## config.mk

```make
export PLATFORM = sky130hd
export DESIGN_NAME = fp32_mult_seq
export DESIGN_NICKNAME = d
export VERILOG_FILES = /design/src/rtl/fp32_pkg.sv /design/src/rtl/mant_mul_seq.sv /design/src/rtl/fp32_mult_seq.sv
export SDC_FILE = /design/constraint.sdc
export NUM_CORES = 1
export LEC_CHECK = 0
export BUFFER_PORTS_ARGS = -buffer_cell sky130_fd_sc_hd__buf_2
export CELL_PAD_IN_SITES_DETAIL_PLACEMENT = 0
export CELL_PAD_IN_SITES_GLOBAL_PLACEMENT = 1
export CORE_MARGIN = 3
export CORE_UTILIZATION = 46
export CTS_CLUSTER_DIAMETER = 50
export DETAILED_ROUTE_END_ITERATION = 8
export GPL_ROUTABILITY_DRIVEN = 0
export PLACE_DENSITY = 0.9
export SLEW_MARGIN = 20
export SYNTH_ARGS = -nofsm -noshare
export SYNTH_HDL_FRONTEND = slang
export SYNTH_SLANG_ARGS = --single-unit
```

## constraint.sdc

```tcl
create_clock -name clock -period 4.1 [get_ports clock]
set_input_delay 1.23 -clock clock [delete_from_list [all_inputs] [get_ports clock]]
set_output_delay 1.23 -clock clock [all_outputs]
set_load 0.005 [all_outputs]
```

## src/rtl/fp32_pkg.sv

```systemverilog
// Shared constants, FSM encoding and operand classification for the
// sequential single-precision multiplier.
package fp32_pkg;

    localparam int              FP_BIAS    = 127;
    localparam int              FP_EXP_MAX = 255;
    localparam logic [31:0]     FP_QNAN    = 32'h7FC0_0000;
    localparam int              FP_MANT_W  = 23;

    typedef enum logic [2:0] {
        ST_IDLE,
        ST_UNPACK,
        ST_MULT,
        ST_NORM,
        ST_PACK
    } state_t;

    typedef enum logic [1:0] {
        CLS_ZERO,
        CLS_NORM,
        CLS_INF,
        CLS_NAN
    } op_class_t;

    // Denormals (exp == 0) deliberately fall into the zero class.
    function automatic op_class_t classify(input logic [31:0] f);
        if (f[30:23] == 8'h00) return CLS_ZERO;
        if (f[30:23] == 8'hFF) return (f[22:0] == '0) ? CLS_INF : CLS_NAN;
        return CLS_NORM;
    endfunction

endpackage

```

## src/rtl/mant_mul_seq.sv

```systemverilog
// Iterative 24x24 unsigned shift-add multiplier retiring ITER_BITS
// multiplier bits per clock; valid pulses when the 48-bit product is final.
module mant_mul_seq #(
    parameter int ITER_BITS = 1
) (
    input  logic        clock,
    input  logic        reset,
    input  logic        load,
    input  logic [23:0] a,
    input  logic [23:0] b,
    output logic        busy,
    output logic        valid,
    output logic [47:0] p
);

    localparam int         N      = 24 / ITER_BITS;
    localparam logic [4:0] N_ITER = 5'(N);

    logic [47:0] mcand;
    logic [23:0] mplier;
    logic [4:0]  remaining;
    logic [47:0] partial;

    // NOTE: combinational blocks assign every output a default first so no latch is inferred.
    always_comb begin
        partial = '0;
        for (int j = 0; j < ITER_BITS; j++) begin
            if (mplier[j]) partial = partial + (mcand << j);
        end
    end

    assign busy = (remaining != '0);

    // NOTE: sequential state uses non-blocking assignments so every register samples pre-edge values.
    always_ff @(posedge clock) begin
        if (reset) begin
            mcand     <= '0;
            mplier    <= '0;
            p         <= '0;
            remaining <= '0;
            valid     <= 1'b0;
        end else begin
            valid <= 1'b0;
            if (load) begin
                mcand     <= {24'd0, a};
                mplier    <= b;
                p         <= '0;
                remaining <= N_ITER;
            end else if (busy) begin
                p         <= p + partial;
                mcand     <= mcand << ITER_BITS;
                mplier    <= mplier >> ITER_BITS;
                remaining <= remaining - 5'd1;
                valid     <= (remaining == 5'd1);
            end
        end
    end

endmodule

```

## src/rtl/fp32_mult_seq.sv

```systemverilog
// Multi-cycle IEEE-754 single-precision multiplier with fixed latency N+3
// from the accepting edge; flushes denormal results to zero.
module fp32_mult_seq
    import fp32_pkg::*;
#(
    parameter int ITER_BITS = 1
) (
    input  logic        clock,
    input  logic        reset,
    input  logic [31:0] float1,
    input  logic [31:0] float2,
    input  logic        start,
    output logic [31:0] product,
    output logic        overflow,
    output logic        underflow,
    output logic        done,
    output logic        busy
);

    localparam logic signed [9:0] BIAS_S    = 10'(FP_BIAS);
    localparam logic signed [9:0] EXP_MAX_S = 10'(FP_EXP_MAX);

    state_t               state;
    logic [31:0]          op_a;
    logic [31:0]          op_b;
    op_class_t            cls_a;
    op_class_t            cls_b;
    logic                 sign;
    logic signed [9:0]    exp_e;
    logic [FP_MANT_W-1:0] mant;
    logic                 guard;
    logic                 sticky;

    logic                 accept;
    logic                 mul_busy;
    logic                 mul_valid;
    logic [47:0]          mul_p;

    logic                 round_up;
    logic [FP_MANT_W:0]   mant_rnd;
    logic signed [9:0]    exp_rnd;
    logic                 is_nan;
    logic                 any_inf;
    logic                 any_zero;

    assign accept = (state == ST_IDLE) && start && !mul_busy;

    // The multiplier is loaded straight from the ports on the accepting edge,
    // so it finishes exactly as the FSM leaves MULT.
    mant_mul_seq #(
        .ITER_BITS (ITER_BITS)
    ) u_mant_mul (
        .clock (clock),
        .reset (reset),
        .load  (accept),
        .a     ({|float1[30:23], float1[22:0]}),
        .b     ({|float2[30:23], float2[22:0]}),
        .busy  (mul_busy),
        .valid (mul_valid),
        .p     (mul_p)
    );

    always_comb begin
        round_up = guard & (sticky | mant[0]);
        mant_rnd = {1'b0, mant} + {{FP_MANT_W{1'b0}}, round_up};
        exp_rnd  = exp_e + $signed({9'd0, mant_rnd[FP_MANT_W]});
        is_nan   = (cls_a == CLS_NAN) || (cls_b == CLS_NAN)
                || (cls_a == CLS_INF && cls_b == CLS_ZERO)
                || (cls_a == CLS_ZERO && cls_b == CLS_INF);
        any_inf  = (cls_a == CLS_INF) || (cls_b == CLS_INF);
        any_zero = (cls_a == CLS_ZERO) || (cls_b == CLS_ZERO);
    end

    always_ff @(posedge clock) begin
        if (reset) begin
            state     <= ST_IDLE;
            op_a      <= '0;
            op_b      <= '0;
            cls_a     <= CLS_ZERO;
            cls_b     <= CLS_ZERO;
            sign      <= 1'b0;
            exp_e     <= '0;
            mant      <= '0;
            guard     <= 1'b0;
            sticky    <= 1'b0;
            product   <= '0;
            overflow  <= 1'b0;
            underflow <= 1'b0;
            done      <= 1'b0;
            busy      <= 1'b0;
        end else begin
            done <= 1'b0;
            case (state)
                ST_IDLE: begin
                    busy <= accept;
                    if (accept) begin
                        op_a  <= float1;
                        op_b  <= float2;
                        state <= ST_UNPACK;
                    end
                end
                ST_UNPACK: begin
                    sign  <= op_a[31] ^ op_b[31];
                    cls_a <= classify(op_a);
                    cls_b <= classify(op_b);
                    exp_e <= $signed({2'b00, op_a[30:23]}) + $signed({2'b00, op_b[30:23]}) - BIAS_S;
                    state <= ST_MULT;
                end
                ST_MULT: begin
                    if (mul_valid) state <= ST_NORM;
                end
                ST_NORM: begin
                    if (mul_p[47]) begin
                        mant   <= mul_p[46:24];
                        guard  <= mul_p[23];
                        sticky <= |mul_p[22:0];
                        exp_e  <= exp_e + 10'sd1;
                    end else begin
                        mant   <= mul_p[45:23];
                        guard  <= mul_p[22];
                        sticky <= |mul_p[21:0];
                    end
                    state <= ST_PACK;
                end
                ST_PACK: begin
                    done      <= 1'b1;
                    state     <= ST_IDLE;
                    overflow  <= 1'b0;
                    underflow <= 1'b0;
                    if (is_nan) begin
                        product <= FP_QNAN;
                    end else if (any_inf) begin
                        product <= {sign, 8'hFF, 23'd0};
                    end else if (any_zero) begin
                        product <= {sign, 31'd0};
                    end else if (exp_rnd >= EXP_MAX_S) begin
                        product  <= {sign, 8'hFF, 23'd0};
                        overflow <= 1'b1;
                    end else if (exp_rnd <= 10'sd0) begin
                        product   <= {sign, 31'd0};
                        underflow <= 1'b1;
                    end else begin
                        product <= {sign, exp_rnd[7:0], mant_rnd[FP_MANT_W-1:0]};
                    end
                end
                default: state <= ST_IDLE;
            endcase
        end
    end

endmodule

```

# Word-level counts from Yosys, hierarchy flattened
# Index checks and enable logic that the tools add are counted.
[op_classes]
addsub = 7
magnitude_cmp = 2
eq_ne = 14
muxes = 54
bitwise = 4
reduce_logical = 29
[ops]
columns = ["op", "count"]
rows = [
  ["$mux W31", 4],
  ["$mux W24", 4],
  ["$add A48 B48 Y48", 1],
  ["$mux W48", 1],
  ["$logic_not A23 Y1", 2],
  ["$mux W32", 1],
  ["$mux W1", 28],
  ["$add A23 B1 Y24", 1],
  ["$mux W23", 1],
  ["$reduce_or A23 Y1", 1],
  ["$reduce_or A22 Y1", 1],
  ["$pmux W10 S2", 1],
  ["$eq A8 B8 Y1 const B", 2],
  ["$logic_not A8 Y1", 2],
  ["$mux W2", 8],
  ["$reduce_or A8 Y1", 2],
  ["$pmux W3 S4", 1],
  ["$add A10 B2 Y10", 1],
  ["$add A10 B2 Y10 const B", 1],
  ["$ge A10 B9 Y1 const B", 1],
  ["$le A10 B1 Y1 const B", 1],
  ["$mux W10", 1],
  ["$mux W5", 2],
  ["$sub A9 B7 Y10 const B", 1],
  ["other kinds (24)", 41],
]
[word_totals]
regBits = 269
input_bits = 67
output_inout_bits = 36
elab_cells = 132

# Longest topological paths before layout
# Gate-level depths: netlist (run 1).
[depth]
word_depth = 10
ltp_mapped = 17
mapped_depth_nobuf = 16

# Modules after synthesis
# A second synthesis (run 1) with hierarchy kept.
[unflattened]
cells_unflattened = 1935
area_unflattened_um2 = 14844.2
[modules_own_cells]
columns = ["mod", "instances", "cells_each", "area_each_um2", "seq_area_each_um2"]
rows = [
  ["mant_mul_seq", 1, 1084, 7831.3, 2522.4],
  ["fp32_mult_seq", 1, 851, 7013.0, 2862.7],
]

# Least setup slack after synthesis (run 1)
# Ideal clock, no wire load.
[synth_path]
path_kind = "register to register"
from = "reg u_mant_mul.mplier[0]"
to = "reg u_mant_mul.p[44]"
setup_time_ns = 0.062
arrival_time_ns = 3.403
path_slack_ns = 0.634
stages_incl_launch_ff = 17
n_path_buf = 2
period_less_slack_ns = 3.466
path_cell_list = "dfxtp_1 clkbuf_1 clkbuf_1 and2_1 ha_1 inv_1 fa_1 and2b_1 o2111ai_1 a31oi_1 nor2_1 o21a_1 o21ai_4 a21oi_2 o31a_1 or4_1 nand3_1"
[synth_between]
elab_chain_cells = 2
[synth_rtl]
columns = ["element", "line", "rtl"]
rows = [
  ["start, declared", "mant_mul_seq.sv:20", "logic [23:0] mplier;"],
  ["start signal, assigned", "mant_mul_seq.sv:52", "mplier <= mplier >> ITER_BITS;"],
  ["$mux W48", "mant_mul_seq.sv:28", "if (mplier[j]) partial = partial + (mcand << j);"],
  ["$add A48 B48 Y48", "mant_mul_seq.sv:50", "p <= p + partial;"],
  ["end signal, assigned", "mant_mul_seq.sv:50", ""],
  ["end, declared", "mant_mul_seq.sv:13", "output logic [47:0] p"],
]
# No other way between the ends.
# A chain may end at the register's enable or synchronous reset.

# Worst setup path after layout (run 1)
[layout_path]
from = "reg mant[2]"
to = "reg product[14]"
[layout_between]
elab_chain_cells = 8
word_cells_on_any_way = 9
classes_between = "add/sub (2); order compare (2); mux (5)"
[layout_rtl]
columns = ["element", "line", "rtl"]
rows = [
  ["start, declared", "fp32_mult_seq.sv:30", "logic [FP_MANT_W-1:0] mant;"],
  ["start signal, assigned", "fp32_mult_seq.sv:114", "mant <= mul_p[46:24];"],
  ["start signal, assigned", "fp32_mult_seq.sv:119", "mant <= mul_p[45:23];"],
  ["$add A23 B1 Y24 (*)", "fp32_mult_seq.sv:65", "mant_rnd = {1'b0, mant} + {{FP_MANT_W{1'b0}}, round_up};"],
  ["$add A10 B2 Y10", "fp32_mult_seq.sv:66", "exp_rnd = exp_e + $signed({9'd0, mant_rnd[FP_MANT_W]});"],
  ["$le A10 B1 Y1", "fp32_mult_seq.sv:139", "end else if (exp_rnd <= 10'sd0) begin"],
  ["$mux W31", "fp32_mult_seq.sv:139", ""],
  ["$mux W31 (*)", "fp32_mult_seq.sv:136", "end else if (exp_rnd >= EXP_MAX_S) begin"],
  ["$mux W31 (*)", "fp32_mult_seq.sv:134", "end else if (any_zero) begin"],
  ["$mux W31 (*)", "fp32_mult_seq.sv:132", "end else if (any_inf) begin"],
  ["$mux W32 (*)", "fp32_mult_seq.sv:130", "if (is_nan) begin"],
  ["end signal, assigned", "fp32_mult_seq.sv:133", "product <= {sign, 8'hFF, 23'd0};"],
  ["end signal, assigned", "fp32_mult_seq.sv:135", "product <= {sign, 31'd0};"],
  ["end signal, assigned", "fp32_mult_seq.sv:137", "product <= {sign, 8'hFF, 23'd0};"],
  ["end, declared", "fp32_mult_seq.sv:13", "output logic [31:0] product,"],
]
# Every way passes the cells marked *; elsewhere a longest branch is shown, timed or not.

==> metrics.cfg, run 1 <==
[synth]
syn_area_per_cell_sq_um=7.95
yosysTopAreaCellShare=0.381
synth-seq-cells=269
synth_common_cells=nand2_1 (331), dfxtp_1 (269), a21oi_1 (191)
synth_area_leaders=dfxtp_1 (38%), nand2_1 (8.8%), a21oi_1 (6.8%), ha_1 (6.3%), mux2i_1 (5.1%)
synth_fa_ha_area_frac=0.0658
async_flop_share=0
synth_compound_area_frac=0.203
synth_largest_area_cell=dfxtp_1
synth_most_common_cell=nand2_1
syn_inst=1777
synth_xor_area_frac=0.0484
synthSimpleGateAreaFrac=0.212
netlist_area_sq_mm=0.0141
ys_warn_count=0
seq_area_frac_synth=0.381
synthMuxAreaShare=0.0510
synth-main-ff-cell=dfxtp_1
yosysUniqueCellTypes=58
synth_fp_nets=1917
synth_top_family_by_area=simple AND/OR/NAND/NOR gates
synth_edf_count=0

[grt]
grt_overflow=0
grt.total_usage=0.196
grt_pass1_vias=11500
grt_pass1_wl_um=56300
grt_start_max_net_pins=116
antenna_found_initial=0

[floorplanning]
floorplan.initialDensity=0.471
io_pins=103
die_h_um=181
die-area_sq_mm=0.0328
die_width_um=181
num_rows=63
core_area_sq_mm=0.0300

[clocking]
cts_made_buffers=31
cts_tree=built
clock_sinks=269
clk_latency_ns=0.56
h-tree-depth=1
clockBufferDepth=3
cts-root-buf=clkbuf_16
clkSlewWorstSetupHoldPaths_ns=0.06

[cells_and_area]
final_core_util=0.530
regArea_sq_mm=0.00539
drive_gt1_frac=0.103
fin_area_sq_mm=0.0159
diodes=0
area_growth_pct=12.5
multi_input_area_sq_mm=0.00823
final_nets=1958
fill_cells=2828

[worst_setup_path]
cp-end-kind=flop
cp_cell_sequence=nand3_1 -> nor2_1 -> and3_1 -> nand3_1 -> nor3_2 -> ha_1 -> ha_1 -> nand2_1 -> nor3_2 -> xnor2_1 -> o21ai_0 -> o41ai_2 -> nor2_1 -> nand3b_1 -> buf_4 -> o21ai_0
crit_slowest_cell=o41ai_2
worstSetupStartpointType=flop
critPathKind=reg2reg
crit_fanout=22
crit_family=simple AND/OR/NAND/NOR gates
r2r_start=mant[2]$_SDFFE_PP0P_
slowest_delay_ns=0.45
crit_path_start=mant[2]$_SDFFE_PP0P_
path_buf_inv=1
required_ns=4.54
crit_arrival_ns=4.09

[sta]
hold_viol=0
rsz0062_at_grt=no
period_minus_slack_ns=3.65
period_share=0.891
finalClockSkew_ns=0.0181
worstMarginPinSlew_ns=0.854
finalMaxSlewViolations=0
relSlewSlack=0.431
max_freq_ghz=0.274
fin_setup_tns_ns=0
setup_viol=0

[route]
wire_per_inst_um=14.9
ant_nets=0
dr.pass1.iters=5
drt_iter0_drc=804
viasPerCell=5.53
drcViolationCount=0
dr_total_vias=12300
wirelength_um=33300

[pwr]
p_clk_frac=0.311
p_int_mw=5.60
sw_frac_of_total=0.359
ir_worst_vdd_uv=468
leakagePower_nw=6.14
p_comb_frac=0.298
power_density_mw_per_mm2=550
p_switching_mw=3.14
p_seq_frac=0.391

[hold_path]
hold_path_class=reg2reg
worstHoldStart=product[2]$_SDFFE_PP0P_

[placed_design]
dpl_cell_area_sq_mm=0.0148
hpwlAfterDp_um=23400
portBuffers=102

[run]
cap_violations=0

[run_status]
status=finished clean

through the flow:
stage / setup slack, ns / hold WS (ns) / cells / power (mW)
after floorplan: 0.634 / 0.432 / 1777 / 5.39
after global placement: 0.395 / 0.431 / 2175 / 5.99
after detailed placement: 0.245 / 0.438 / 2175 / 6.05
after CTS: 0.238 / 0.451 / 2230 / 8.81
after global routing: 0.0730 / 0.472 / 2230 / 9.32
final: 0.447 / 0.445 / 2230 / 8.73
logic make-up after synthesis:
logic type / Yosys count
AOI/OAI and AO/OA: 468
xor gates and xnor gates: 78
adders and majority gates: 73
buffers and inverters: 140
DFF: 269
muxes: 72
and+or+nand+nor: 677
state kept, by name (all words and copies together) (netlist names):
register and cells:
u_mant_mul.mcand 48, overflow 1, product 32, u_mant_mul.p 48, sticky 1, op_a 32, u_mant_mul.valid 1, u_mant_mul.mplier 24
cls_b 2, guard 1, busy 1, op_b 32, sign 1, cls_a 2, mant 23, exp_e 10
u_mant_mul.remaining 5, state 3, underflow 1, done 1
final timing paths:
check | endpoint | slack [ns] | cells past startpoint
worst min-delay path | product[2]$_SDFFE_PP0P_ | 0.45 | 2
worst min register to register | product[2]$_SDFFE_PP0P_ | 0.45 | 2
worst max-delay path | product[14]$_SDFFE_PP0P_ | 0.45 | 16
worst max register to register | product[14]$_SDFFE_PP0P_ | 0.45 | 16
power groups by stage:
stage	clock network, mW	registers (mW)	logic (mW)
2_1_floorplan	0	3.34	2.05
3_3_place_gp	0	3.45	2.54
3_5_place_dp	0	3.46	2.59
4_1_cts	2.79	3.41	2.61
5_1_grt	2.90	3.48	2.94
6_report	2.72	3.42	2.60
area by class of cell:
| cell class | instances | area share |
|---|---|---|
| Clock buffer | 47 | 0.0595 |
| Clock inverter | 8 | 0.00528 |
| Inverter | 30 | 0.00709 |
| Multi-Input combinational cell | 1368 | 0.518 |
| Sequential cell | 269 | 0.339 |
| Tap cell | 390 | 0.0307 |
| Timing Repair Buffer | 118 | 0.0406 |
tightest hold or removal path, stage by stage (launching register included):
cell and delay (ns):
dfxtp_1 0.32, nand2_1 0.04, o21ai_0 0.05
cell usage in the layout, fill, tap and decap left out, types with 4 or more instances in the layout:
master       n
a211oi_1    84
a21o_1      25
a21oi_1    191
a21oi_2      4
a221oi_1     5
a22oi_1      6
a311oi_1     5
a31oi_1     12
and2_1      54
and3_1      18
buf_2      101
buf_4       16
clkbuf_1     5
clkbuf_16   31
clkbuf_8    11
dfxtp_1    269
ha_1        71
inv_1       30
mux2i_1     72
nand2_1    329
nand2b_1     4
nand3_1     48
nand4_1     13
nor2_1     134
nor2b_1      7
nor3_1      20
nor4_1      24
o211ai_1     8
o21a_1       8
o21ai_0     83
o21bai_1     4
o31ai_1      4
or3_1        6
xnor2_1     45
xor2_1      33
timing repair:
action,CTS,global route
resized for setup,0,2
hold buffers,0,0
buffers inserted,0,0
endpoints found under the setup margin,0,22
per-layer routing:
metal,vias to the layer above,part of all wire,track usage
met1,5687,0.50,0.287
met5,-,0,0
met2,241,0.44,0.310
met3,50,0.043,0.0272
met4,0,0.019,0.0405
li1,6346,-,-
Power figures use the tool's default switching activity.
==> inputs of run 2 (changes only) <==
REMOVE_ABC_BUFFERS = 1   (was unset)
==> metrics.cfg, run 2 (synthesized netlist as in run 1, its figures left out) <==
[worst_setup_path]
critPathKind=reg2reg
worstSetupStartpointType=flop
crit_arrival_ns=4.09  ; about the same
r2r_cells=13  ; -3
r2r-end=u_mant_mul.p[44]$_SDFFE_PP0N_
crit_fanout=32  ; +45%
timing.reg2reg.setup_slack_ns=0.45  ; about the same
cp-end-kind=flop
r2r_start=u_mant_mul.mplier[0]$_SDFFE_PP0P_
required_ns=4.54  ; about the same

[hold_path]
whs_path_depth=2  ; unchanged
worstHoldStart=product[8]$_SDFFE_PP0P_
hold_path_class=reg2reg
hold_end=product[8]$_SDFFE_PP0P_

[sta]
worstMarginPinSlew_ns=0.918  ; +0.0646 ns
setup_viol=0  ; unchanged
relSlewSlack=0.388  ; -0.0431
period_minus_slack_ns=3.65  ; -0.000467 ns
hold_viol=0  ; unchanged
finalMaxSlewViolations=0  ; unchanged
layout_setup_ws_ns=0.448  ; +0.000467 ns
rsz0062_at_grt=no
finalClockSkew_ns=0.0203  ; +0.00219 ns
max_freq_ghz=0.274  ; about the same
period_share=0.891  ; about the same

[floorplanning]
io_pins=103  ; unchanged
die_h_um=181  ; unchanged
die_width_um=181  ; unchanged
floorplan.initialDensity=0.471  ; unchanged
die-area_sq_mm=0.0328  ; unchanged
num_rows=63  ; unchanged
core_area_sq_mm=0.0300  ; unchanged

[run]
cap_violations=0  ; unchanged

[route]
wirelength_um=33800  ; +1.5%
viasPerCell=5.53  ; about the same
wire_per_inst_um=15.1  ; +1.3%
drcViolationCount=0  ; unchanged
dr_total_vias=12400  ; +0.21%
dr.pass1.iters=7  ; +2
drt_iter0_drc=812  ; +1.0%
ant_nets=0  ; unchanged

[cells_and_area]
final_nets=1960  ; +0.10%
final_cell_mix=nand2_1 (329), dfxtp_1 (269), a21oi_1 (191)
diodes=0  ; unchanged
final_core_util=0.536  ; +0.00593
reg_top3=u_mant_mul.mcand (48), u_mant_mul.p (48)
final_common_cell=nand2_1
drive_gt1_frac=0.102  ; -0.000822
area_growth_pct=13.8

[pwr]
power_density_mw_per_mm2=573  ; +4.2%
ir_worst_vdd_uv=432  ; -7.7%
leakagePower_nw=6.23  ; +1.5%

[clocking]
cts_hold_buffers=0  ; unchanged
cts_tree=built
h-tree-depth=2  ; +1
clkSlewWorstSetupHoldPaths_ns=0.06  ; about the same
cts_made_buffers=34  ; +9.7%
cts-root-buf=clkbuf_16
clockBufferDepth=3  ; unchanged
clk_latency_ns=0.51  ; -0.05 ns
clock_sinks=269  ; unchanged

[run_status]
status=finished clean

[grt]
antenna_found_initial=0  ; unchanged
grt_pass1_wl_um=57000  ; +1.3%
grt_pass1_vias=11600  ; +0.95%
grt_overflow=0  ; unchanged
grt_start_max_net_pins=116  ; unchanged
grt.total_usage=0.200  ; +0.00322

[placed_design]
portBuffers=102  ; unchanged
hpwlAfterDp_um=23800  ; +1.8%
pre_cts_ws_ns=0.257  ; +0.0122 ns

==> run 2: timing repair <==
action,in CTS,in global routing
setup endpoints to repair,0,22
resized for setup,0,0
buffers inserted,0,1
==> run 2: layer usage <==
layer  global-route usage  wire (um)
met1                0.292      17000
met2                0.314      15000
met3               0.0248       1270
met4               0.0484        604
met5                    0          0
==> run 2: report_power, final <==
| part | total (mW) | switching [mW] | internal (mW) |
|---|---|---|---|
| clock | 3.16 | 1.15 | 2.01 |
| combinational | 2.62 | 1.72 | 0.905 |
| sequential | 3.41 | 0.346 | 3.07 |
| total | 9.20 | 3.22 | 5.98 |
==> run 2: worst max-delay path, cell delays in order, from the launching register on <==
cell	delay, ns
dfxtp_1	0.38
buf_4	0.32
nand2_1	0.16
fa_1	0.42
and2b_1	0.25
o2111ai_1	0.17
a31oi_1	0.30
nor2_1	0.16
o21a_1	0.27
o21ai_4	0.24
a21oi_2	0.12
o31a_1	0.32
or4_1	0.40
nand3_1	0.08
==> run 2: worst max-delay path by stage <==
stage,startpoint,endpoint,slack [ns]
6_report,u_mant_mul.mplier[0]$_SDFFE_PP0P_,u_mant_mul.p[44]$_SDFFE_PP0N_,0.45
5_1_grt,mant[2]$_SDFFE_PP0P_,product[18]$_SDFFE_PP0P_,0.02
4_1_cts,mant[2]$_SDFFE_PP0P_,product[18]$_SDFFE_PP0P_,0.23
3_5_place_dp,mant[2]$_SDFFE_PP0P_,product[18]$_SDFFE_PP0P_,0.26
3_3_place_gp,mant[2]$_SDFFE_PP0P_,product[9]$_SDFFE_PP0P_,0.41
2_1_floorplan,u_mant_mul.remaining[0]$_SDFFE_PP0N_,u_mant_mul.p[2]$_SDFFE_PP0N_,-3.34
==> run 2: area by class of cell <==
class / instances / area, sq um
Fill cell: 2846 / 13900
Multi-Input combinational cell: 1368 / 8220
Sequential cell: 269 / 5390
Clock buffer: 47 / 983
Timing Repair Buffer: 117 / 654
Tap cell: 390 / 488
Clock inverter: 14 / 228
Inverter: 30 / 113
==> run 2: stage by stage <==
stage | hold slack, ns | total power, mW | cell area (sq um) | std cells | TNS, ns
3_3_place_gp | 0.437 | 6.01 | 14800 | 2173 | 0
4_1_cts | 0.449 | 9.26 | 16100 | 2234 | 0
6_report | 0.451 | 9.20 | 16100 | 2235 | 0
3_5_place_dp | 0.447 | 6.07 | 14800 | 2173 | 0
2_1_floorplan | 0.430 | 5.29 | 13700 | 1667 | -352.37
5_1_grt | 0.473 | 9.78 | 16100 | 2235 | 0
==> inputs of run 3 (changes only) <==
CORE_UTILIZATION = 49   (was 46)
HOLD_SLACK_MARGIN = 0.08   (was unset)
PLACE_DENSITY = 0.94   (was 0.9)
clock period = 4.55 ns   (was 4.1 ns; I/O delays follow)
==> metrics.cfg, run 3 (synthesized netlist as in run 1, its figures left out) <==
[route]
wirelength_um=34100  ; +0.74%
m1WireLength_um=16600  ; -2.4%
viasPerCell=5.56  ; +0.57%
wl_met3_um=1350  ; +6.5%
wire_per_inst_um=15.3  ; +1.3%
ant_nets=0  ; unchanged
dr_total_vias=12300  ; -0.016%
dr.pass1.iters=5  ; -2
drcViolationCount=0  ; unchanged
highest_layer=met4
drt_iter0_drc=816  ; +0.49%
met2RoutedLength_um=15500  ; +3.0%

[cells_and_area]
reg_top3=u_mant_mul.mcand (48), u_mant_mul.p (48)
final_nets=1960  ; unchanged
area_growth_pct=13.4
regArea_sq_mm=0.00539  ; unchanged
drive_gt1_frac=0.101  ; -0.00103
diodes=0  ; unchanged
multi_input_area_sq_mm=0.00822  ; +0.11%
fill_cells=2713  ; -4.7%
final_cell_mix=nand2_1 (329), dfxtp_1 (269), a21oi_1 (191)
final_common_cell=nand2_1

[clocking]
cts_made_buffers=35  ; +2.9%
clock_sinks=269  ; unchanged
ctsResizeCount=0  ; unchanged
clk_latency_ns=0.51  ; about the same
cts-root-buf=clkbuf_16
h-tree-depth=2  ; unchanged
cts_setup_buffers=0  ; unchanged
cts_tree=built
clkSlewWorstSetupHoldPaths_ns=0.06  ; about the same
cts_hold_buffers=0  ; unchanged
clockBufferDepth=3  ; unchanged

[grt]
grt_pass1_vias=11600  ; -0.19%
grt_pass1_wl_um=57000  ; about the same
grt_start_max_net_pins=114  ; -1.7%
grt.total_usage=0.217  ; +0.0170
antenna_found_initial=0  ; unchanged
grt_overflow=0  ; unchanged

[sta]
max_freq_ghz=0.249  ; -9.2%
period_minus_slack_ns=4.02  ; +0.368 ns
finalClockSkew_ns=0.0135  ; -0.00682 ns
hold_viol=0  ; unchanged
whs_ns=0.447  ; -0.00440 ns
period_share=0.884  ; -0.00723
finalMaxSlewViolations=0  ; unchanged
worstMarginPinSlew_ns=0.932  ; +0.0142 ns
setup_viol=0  ; unchanged
relSlewSlack=0.378  ; -0.00946
rsz0062_at_grt=no

[placed_design]
hpwlAfterDp_um=23900  ; +0.29%
portBuffers=102  ; unchanged

[worst_setup_path]
cp-end-kind=flop
worstSetupStartpointType=flop
crit_fanout=11  ; -66%
required_ns=4.92  ; +0.38 ns
crit_arrival_ns=4.39  ; +0.30 ns
critPathKind=reg2reg

[floorplanning]
die-area_sq_mm=0.0309  ; -5.9%
core_area_sq_mm=0.0281  ; -6.2%
floorplan.initialDensity=0.503  ; +0.0313
die_width_um=176  ; -3.0%
die_h_um=176  ; -3.0%
num_rows=61  ; -3.2%
io_pins=103  ; unchanged

[pwr]
power_density_mw_per_mm2=513  ; -10%
power.total_mw=8.21  ; -11%
ir_worst_vdd_uv=373  ; -14%
leakagePower_nw=6.19  ; -0.62%

[run_status]
status=finished clean

[run]
cap_violations=0  ; unchanged

[hold_path]
hold_path_class=reg2reg

run 3: cell count changes in the layout (fill, tap and decap cells not counted), sizes merged:
cell	previous run	this run
buf	117	115
nand3b	2	3
bufinv	5	3
clkinv	7	1
inv	32	36
clkbuf	47	48
clkinvlp	0	3
run 3: worst paths after layout:
check	cells past startpoint	start	to	slack, ns
worst max-delay path	15	mant[2]$_SDFFE_PP0P_	product[21]$_SDFFE_PP0P_	0.53
worst min-delay path	2	product[20]$_SDFFE_PP0P_	product[20]$_SDFFE_PP0P_	0.45
worst max register to register	15	mant[2]$_SDFFE_PP0P_	product[21]$_SDFFE_PP0P_	0.53
worst min register to register	2	product[20]$_SDFFE_PP0P_	product[20]$_SDFFE_PP0P_	0.45
run 3: critical path, cell delays in order (launching register included):
cell      delay [ns]
dfxtp_1         0.40
nand3_1         0.12
nor2_1          0.18
and3_1          0.24
nand3_1         0.11
nor3_1          0.40
ha_1            0.26
ha_1            0.25
nand2_1         0.09
nor3_1          0.29
xnor2_1         0.20
o21ai_0         0.19
o41ai_2         0.45
nor2_1          0.16
nand3b_1        0.36
o21ai_0         0.16
run 3: layer usage:
layer  track usage  vias up
met5             0        -
met4        0.0587        0
met3        0.0290       53
met2         0.347      235
met1         0.308     5720
li1              -     6340
run 3: stage by stage:
stage	util	setup slack (ns)	cells	TNS [ns]	cell area [sq um]
floorplan	-	-2.89	1667	-288.92	13700
global placement	0.527	0.535	2159	0	14800
detailed placement	0.527	0.315	2159	0	14800
CTS	0.569	0.307	2220	0	16000
global route	0.570	0.0775	2222	0	16000
finish	0.570	0.530	2222	0	16000
run 3: cell type report:
class | instances | area share
Tap cell | 378 | 0.0295
Clock buffer | 48 | 0.0623
Multi-Input combinational cell | 1369 | 0.514
Timing Repair Buffer | 115 | 0.0399
Inverter | 30 | 0.00704
Clock inverter | 13 | 0.0109
Sequential cell | 269 | 0.336
run 3: power breakdown:
part           total (mW)  switching [mW]  internal [mW]  leakage [nW]
Clock                2.78            1.06           1.72         0.561
Sequential           3.08           0.317           2.76          2.18
Combinational        2.35            1.54          0.812          3.45
Total                8.21            2.92           5.30          6.19
